File: src/rtl/move_grant_responder.sv
// Responder for the player one-tile move request/grant handshake: bounds check plus map ROM lookup.
// Optional step cooldown after a granted move is built only when STEP_COOLDOWN_EN is defined.
module move_grant_responder #(
  parameter int MAP_W  = 20,
  parameter int MAP_H  = 15,
  parameter int ADDR_W = 9
`ifdef STEP_COOLDOWN_EN
  ,
  parameter int COOLDOWN = 2047
`endif
) (
  input  logic              clk_13,
  input  logic              rst,
  input  logic              req_valid,
  input  logic [2:0]        req_dir,
  input  logic [3:0]        cur_row,
  input  logic [4:0]        cur_col,
  output logic              req_ready,
  output logic              rsp_valid,
  input  logic              rsp_ready,
  output logic              rsp_grant,
  output logic [3:0]        rsp_row,
  output logic [4:0]        rsp_col,
  output logic              door_hit,
  output logic              map_rd,
  output logic [ADDR_W-1:0] map_addr,
  input  logic [1:0]        map_data
);

  typedef enum logic [2:0] {
    IDLE  = 3'd0,
    CHECK = 3'd1,
    RD    = 3'd2,
    EVAL  = 3'd3,
    RESP  = 3'd4
`ifdef STEP_COOLDOWN_EN
    ,
    COOL  = 3'd5
`endif
  } state_t;

  state_t state_r;
  state_t next_s;

  logic [2:0] dir_r;
  logic [3:0] row_r;
  logic [4:0] col_r;
  logic [3:0] tgt_row_r;
  logic [4:0] tgt_col_r;

  logic [4:0]        tgt_row_s;
  logic [5:0]        tgt_col_s;
  logic              is_stop_s;
  logic              bad_dir_s;
  logic              oob_s;
  logic              fast_s;
  logic [ADDR_W-1:0] addr_s;

  logic              req_ready_n;
  logic              rsp_valid_n;
  logic              rsp_grant_n;
  logic [3:0]        rsp_row_n;
  logic [4:0]        rsp_col_n;
  logic              door_hit_n;
  logic              map_rd_n;
  logic [ADDR_W-1:0] map_addr_n;

`ifdef STEP_COOLDOWN_EN
  localparam int CNT_W = (COOLDOWN < 1) ? 1 : $clog2(COOLDOWN + 1);
  logic [CNT_W-1:0] cnt_r;
  logic [CNT_W-1:0] cnt_n;
`endif

  // Target tile, one bit wider so that stepping off row/col 0 wraps to an out-of-range value.
  always_comb begin
    tgt_row_s = {1'b0, row_r};
    tgt_col_s = {1'b0, col_r};
    case (dir_r)
      3'd1:    tgt_row_s = {1'b0, row_r} + 5'd1;
      3'd2:    tgt_row_s = {1'b0, row_r} - 5'd1;
      3'd3:    tgt_col_s = {1'b0, col_r} - 6'd1;
      3'd4:    tgt_col_s = {1'b0, col_r} + 6'd1;
      default: begin
        tgt_row_s = {1'b0, row_r};
        tgt_col_s = {1'b0, col_r};
      end
    endcase
  end

  assign is_stop_s = (dir_r == 3'd0);
  assign bad_dir_s = (dir_r > 3'd4);
  assign oob_s     = (tgt_row_s >= 5'(MAP_H)) || (tgt_col_s >= 6'(MAP_W));
  assign fast_s    = is_stop_s || bad_dir_s || oob_s;
  assign addr_s    = ADDR_W'(tgt_row_s[3:0]) * ADDR_W'(MAP_W) + ADDR_W'(tgt_col_s[4:0]);

  // State register.
  always_ff @(posedge clk_13 or posedge rst) begin
    if (rst) begin
      state_r <= IDLE;
    end else begin
      state_r <= next_s;
    end
  end

  // Next-state logic.
  always_comb begin
    next_s = state_r;
    case (state_r)
      IDLE: begin
        if (req_valid) begin
          next_s = CHECK;
        end else begin
          next_s = IDLE;
        end
      end
      CHECK: begin
        if (fast_s) begin
          next_s = RESP;
        end else begin
          next_s = RD;
        end
      end
      RD:   next_s = EVAL;
      EVAL: next_s = RESP;
      RESP: begin
        if (rsp_valid && rsp_ready) begin
`ifdef STEP_COOLDOWN_EN
          next_s = rsp_grant ? COOL : IDLE;
`else
          next_s = IDLE;
`endif
        end else begin
          next_s = RESP;
        end
      end
`ifdef STEP_COOLDOWN_EN
      COOL: begin
        if (cnt_r == '0) begin
          next_s = IDLE;
        end else begin
          next_s = COOL;
        end
      end
`endif
      default: next_s = IDLE;
    endcase
  end

  // Next values of the registered outputs; the fast path raises rsp_valid one cycle after entering RESP.
  always_comb begin
    req_ready_n = (next_s == IDLE);
    rsp_valid_n = rsp_valid;
    rsp_grant_n = rsp_grant;
    rsp_row_n   = rsp_row;
    rsp_col_n   = rsp_col;
    door_hit_n  = door_hit;
    map_rd_n    = 1'b0;
    map_addr_n  = map_addr;
    case (state_r)
      CHECK: begin
        if (fast_s) begin
          rsp_grant_n = is_stop_s;
          rsp_row_n   = row_r;
          rsp_col_n   = col_r;
          door_hit_n  = 1'b0;
        end else begin
          map_rd_n   = 1'b1;
          map_addr_n = addr_s;
        end
      end
      EVAL: begin
        case (map_data)
          2'd0: begin
            rsp_grant_n = 1'b1;
            door_hit_n  = 1'b0;
          end
          2'd3: begin
            rsp_grant_n = 1'b1;
            door_hit_n  = 1'b1;
          end
          default: begin
            rsp_grant_n = 1'b0;
            door_hit_n  = 1'b0;
          end
        endcase
        rsp_row_n   = rsp_grant_n ? tgt_row_r : row_r;
        rsp_col_n   = rsp_grant_n ? tgt_col_r : col_r;
        rsp_valid_n = 1'b1;
      end
      RESP: begin
        if (!rsp_valid) begin
          rsp_valid_n = 1'b1;
        end else if (rsp_ready) begin
          rsp_valid_n = 1'b0;
          door_hit_n  = 1'b0;
        end else begin
          rsp_valid_n = rsp_valid;
        end
      end
      default: rsp_valid_n = rsp_valid;
    endcase
  end

  // Registered outputs.
  always_ff @(posedge clk_13 or posedge rst) begin
    if (rst) begin
      req_ready <= 1'b1;
      rsp_valid <= 1'b0;
      rsp_grant <= 1'b0;
      rsp_row   <= 4'd0;
      rsp_col   <= 5'd0;
      door_hit  <= 1'b0;
      map_rd    <= 1'b0;
      map_addr  <= '0;
    end else begin
      req_ready <= req_ready_n;
      rsp_valid <= rsp_valid_n;
      rsp_grant <= rsp_grant_n;
      rsp_row   <= rsp_row_n;
      rsp_col   <= rsp_col_n;
      door_hit  <= door_hit_n;
      map_rd    <= map_rd_n;
      map_addr  <= map_addr_n;
    end
  end

  // Request capture at accept and target capture for the ROM path.
  always_ff @(posedge clk_13 or posedge rst) begin
    if (rst) begin
      dir_r     <= 3'd0;
      row_r     <= 4'd0;
      col_r     <= 5'd0;
      tgt_row_r <= 4'd0;
      tgt_col_r <= 5'd0;
    end else begin
      if (state_r == IDLE && req_valid) begin
        dir_r <= req_dir;
        row_r <= cur_row;
        col_r <= cur_col;
      end
      if (state_r == CHECK) begin
        tgt_row_r <= tgt_row_s[3:0];
        tgt_col_r <= tgt_col_s[4:0];
      end
    end
  end

`ifdef STEP_COOLDOWN_EN
  // Cooldown counter: loaded on a granted handshake, counts down while in COOL.
  always_comb begin
    cnt_n = cnt_r;
    if (state_r == RESP && rsp_valid && rsp_ready && rsp_grant) begin
      cnt_n = CNT_W'(COOLDOWN);
    end else if (state_r == COOL && cnt_r != '0) begin
      cnt_n = cnt_r - {{(CNT_W-1){1'b0}}, 1'b1};
    end else begin
      cnt_n = cnt_r;
    end
  end

  // Cooldown counter register.
  always_ff @(posedge clk_13 or posedge rst) begin
    if (rst) begin
      cnt_r <= '0;
    end else begin
      cnt_r <= cnt_n;
    end
  end
`endif

endmodule

File: config.mk
export PLATFORM = sky130hd
export DESIGN_NAME = move_grant_responder
export DESIGN_NICKNAME = d
export VERILOG_FILES = /design/src/rtl/move_grant_responder.sv
export SDC_FILE = /design/constraint.sdc
export NUM_CORES = 1
export LEC_CHECK = 0
export CORE_AREA = 2 2 75 77
export CTS_CLUSTER_SIZE = 28
export DETAILED_ROUTE_END_ITERATION = 8
export DIE_AREA = 0 0 77 79
export GPL_ROUTABILITY_DRIVEN = 0
export GPL_TIMING_DRIVEN = 0
export PLACE_DENSITY = 0.84
export SLEW_MARGIN = 40
export SYNTH_ARGS = -nofsm -noshare
export SYNTH_HDL_FRONTEND = slang
export SYNTH_SLANG_ARGS = --single-unit
File: constraint.sdc
create_clock -name clk_13 -period 6.2 [get_ports clk_13]
set_input_delay 0.93 -clock clk_13 [delete_from_list [all_inputs] [get_ports clk_13]]
set_output_delay 0.93 -clock clk_13 [all_outputs]
set_load 0.005 [all_outputs]
==> Word level (Yosys, flattened, before mapping) <==
Cells that the tools add are included.
{ "totals": {"reg_bits": 47, "input_bits": 18, "output_inout_bits": 23, "elab_cells": 78} }
{ "classes": {"n_addsub": 5, "n_mul": 1, "n_lt_le_gt_ge": 3, "eq_ne": 12, "mux": 26, "bitwise": 1, "n_reduce_logical": 16} }
{ "op_table": {"columns": ["cell", "n"], "rows": [
  ["one-hot mux 5 bit (2 select lines)", 2],
  ["one-hot mux 3 bit (5 select lines)", 1],
  ["equality test 3 x 2 -> 1 bit, second input constant", 4],
  ["two-way mux 1 bit", 12],
  ["one-hot mux 6 bit (2 select lines)", 1],
  ["two-way mux 5 bit", 2],
  ["adder 9 x 5 -> 9 bit", 1],
  ["zero test 3 bit", 3],
  ["two-way mux 4 bit", 2],
  ["one-hot mux 4 bit (2 select lines)", 1],
  ["multiplier 4 x 3 -> 7 bit, second input constant", 1],
  ["adder 5 x 1 -> 6 bit, second input constant", 1],
  ["equality test 3 x 1 -> 1 bit, second input constant", 2],
  ["equality test 3 bit, second input constant", 2],
  ["greater-or-equal comparator 6 x 5 -> 1 bit, second input constant", 1],
  ["two-way mux 3 bit", 2],
  ["!= test 2 bit, second input constant", 3],
  ["subtractor 5 x 1 -> 6 bit, second input constant", 1],
  ["adder 4 x 1 -> 5 bit, second input constant", 1],
  ["greater-or-equal comparator 5 x 4 -> 1 bit, second input constant", 1],
  ["subtractor 4 x 1 -> 5 bit, second input constant", 1],
  ["one-hot mux 1 bit (2 select lines)", 2],
  ["AND reduction 2 bit", 2],
  ["AND reduction 4 bit", 1],
  ["other kinds (10)", 14]
]} }

==> Depth between registers and ports, before layout <==
{ "logic_depth": {"word_depth": 8, "ltp_mapped": 18, "depth_no_buf": 17} }

==> Worst setup path before layout <==
Ideal clock, no wire load.
{ "synth_timing": {"path_kind": "reg-to-reg", "from": "reg dir_r[2]", "to": "reg map_addr[8]", "setup_time_ns": 0.079, "arrival_ns": 3.772, "required_ns": 6.121, "slack_ns": 2.349, "stages_incl_launch_ff": 19, "n_path_buf": 1, "synth_period_minus_slack_ns": 3.851, "cell_sequence": "dfrtp_1 buf_2 inv_1 nand2_1 nor2_1 ha_1 a21o_1 a21oi_1 xor2_1 o31a_1 inv_1 ha_1 ha_1 fa_1 o211ai_1 or3_1 a21oi_1 a211oi_1 mux2i_1"} }
{ "synth_via": {"elab_chain_len": 7} }
{ "synth_lines": {"columns": ["element", "line", "text"], "rows": [
  ["start: declaration", "45", "logic [2:0] dir_r;"],
  ["start signal: assignment", "237", "dir_r <= req_dir;"],
  ["equality test 3 x 2 -> 1 bit / equality test 3 x 1 -> 1 bit (equally long branches)", "78", "case (dir_r)"],
  ["one-hot mux 5 bit (2 select lines) (*)", "78", null],
  ["named net tgt_row_s[3]", "51", "logic [4:0] tgt_row_s;"],
  ["branches (longest 5 deep; another with adder 9 x 5 -> 9 bit)", null, null],
  ["end signal: assignment", "223", "map_addr <= map_addr_n;"],
  ["end: declaration", "26", "output logic [ADDR_W-1:0] map_addr,"]
]} }
Mark *: on every way through the listed nets, which the timed path passes.
A chain may end at the register's enable or synchronous reset.

==> Worst setup path in the final report <==
Ends and elaborated chain as after synthesis.

==> metrics.txt <==
status complete, no violations; I/O pins 41; final setup TNS 0 ps; first-pass GRT wire length 11,200 um; Final Hold Fails 0; layout net count 376; synth warn 0; Via Count 2,401; WP data arrival 4650 ps; Post-synth EDFFs 0; most frequent cells in the layout dfrtp_1 (46), clkdlybuf4s50_1 (40), nor2_1 (29); Netlist Area Pre-Place 0.00299 mm^2; worst slew pin tran 602 ps; Worst Setup Start Kind flip-flop; HPWL after detailed placement 4910 um; count of maximum capacitance violations 0; Worst Setup End Kind flip-flop; CTS clk-pin slew, worst paths 90 ps; site row count 27; drt initial violations 194; share of layout cells above drive strength 1 16.3%; commonest non-fill, non-tap cell in the layout dfrtp_1; total CTS buffers 5; antenna viol nets, final 0; clock skew 6.87 ps; global-route usage over all layers 23.1%; largest net degree at the start of global routing 28; initial antenna violation count 0; later-pin clock latency in the skew report 300 ps; DRC 0; Slew Viols, Final 0; Peak Freq 226 MHz; vias in the first global route 2,410; Tmin final 4430 ps; post-CTS setup buffers 0; die height 79 um; area fraction of the dominant cell type after synthesis 38.4%; dpl ws 1850 ps; DR WL/cell 16.2 um; critical path class reg -> reg; Main synth FF type dfrtp_1; Port Buffer Count 40; CTS hold repair buffers 0; Max FO, Critical Path 10; syn avg cell area 10.4 um^2; GRT overflow 0; DRT Pass-1 Iters 5; Starting Density 56.1%; Critical Path RT 6420 ps; post-synth top area cell dfrtp_1; Cells after Synth 288; Async SR Flop Fraction 100%; Seq cells post-synth 47; core area 0.00534 mm^2; CTS tree built; Vias/cell 5.87; Die X 77 um; Worst slew margin 59.7%; H-tree depth 2; setup violators final 0; unrepaired setup endpoints after global routing no; CTS-repair resized insts 0; net count after synthesis 328; Total Routed Length 6610 um; Min-Delay Path Class reg -> reg; full die area 0.00608 mm^2; CTS Root Cell clkbuf_8; Antenna diodes 0; clock buffer depth 2; period utilization 71.5%; CTS Sinks 47; register area share after synthesis 39.3%; most area-consuming cells after synthesis dfrtp_1 (38%), mux2_2 (8.7%), ha_1 (7.5%); setup ws final 1770 ps; Yosys cell types 50; Area Overhead vs Synth 20.3%
[sequential cells by signal (all words and copies together), names as in the netlist, 3 cells and up]
register   flops
rsp_row        4
state_r        3
tgt_col_r      5
row_r          4
col_r          5
tgt_row_r      4
rsp_col        5
dir_r          3
map_addr       9
[layout make-up]
type	instances	area [um^2]
well taps	72	90.1
repair buffers	41	420
multi-input cells	212	1700
flip-flops and latches	47	1180
plain buffers	14	71.3
clock buffers	6	72.6
fillers	433	1740
clock inverters	2	12.5
inverters	15	58.8
[cell families (layout without fill, tap and decap cells)]
logic type      count (synthesis)  in the layout  synth area share (%)
simple gates                   76             76                  13.1
compound gates                 68             68                  16.1
flops                          47             47                  39.3
mux                            34             34                  13.5
buf+inv                        29             78                  4.26
fa+ha+maj                      22             22                  10.2
xor+xnor                       12             12                  3.51
[metrics by stage]
stage,instances,area [um^2],hold slack (ps),utilization (%)
final,409,3600,517,67.5
after global routing,409,3600,527,67.5
after CTS,409,3600,516,67.5
after detailed placement,401,3520,496,65.9
after global placement,400,3480,489,65.3
after floorplan,288,2990,477,-
[path summary, 6_finish.rpt]
check	from	cells after the start	end	slack, ps
worst min-delay path	map_addr[5]$_DFFE_PP0P_	1	map_addr[5]$_DFFE_PP0P_	520
worst max-delay path	dir_r[2]$_DFFE_PP0P_	18	map_addr[8]$_DFFE_PP0P_	1770
min in group asynchronous	rst	2	rsp_row[2]$_DFFE_PP0P_	910
worst min register to register	map_addr[5]$_DFFE_PP0P_	1	map_addr[5]$_DFFE_PP0P_	520
max in group asynchronous	rst	3	tgt_col_r[3]$_DFFE_PP0P_	4860
worst max register to register	dir_r[2]$_DFFE_PP0P_	18	map_addr[8]$_DFFE_PP0P_	1770
[cells in the mapped netlist (4+ instances only)]
cell,count
mux2i_1,4
mux2_4,7
mux2_2,23
o21ai_0,14
dfrtp_1,46
nand2_1,15
a21oi_1,13
fa_1,4
xor2_1,4
xnor2_1,8
inv_1,15
a211oi_1,9
clkbuf_1,6
a21o_1,7
nor2_1,29
ha_1,18
nor4_1,9
o22ai_1,9
[routing by layer]
metal	global-route usage [%]	up-vias	part of all wire, %
met5	0	-	0
li1	-	1138	-
met1	29.6	1161	45
met4	9.46	0	2.6
met3	4.20	20	4.4
met2	39.1	82	48
[worst max-delay path: stages (launching register included)]
cell      delay, ps
dfrtp_1         400
buf_2           180
inv_1           130
nand2_1         110
nor2_1          280
ha_1            310
a21o_1          180
a21oi_1         180
xor2_1          200
o31a_1          310
inv_1            80
ha_1            280
ha_1            240
fa_1            580
o211ai_1        150
or3_1           360
a21oi_1         170
a211oi_1         60
mux2i_1         150
Power is not shown: default switching activity piles up to over one toggle a cycle in this logic, so the estimate is an artifact.
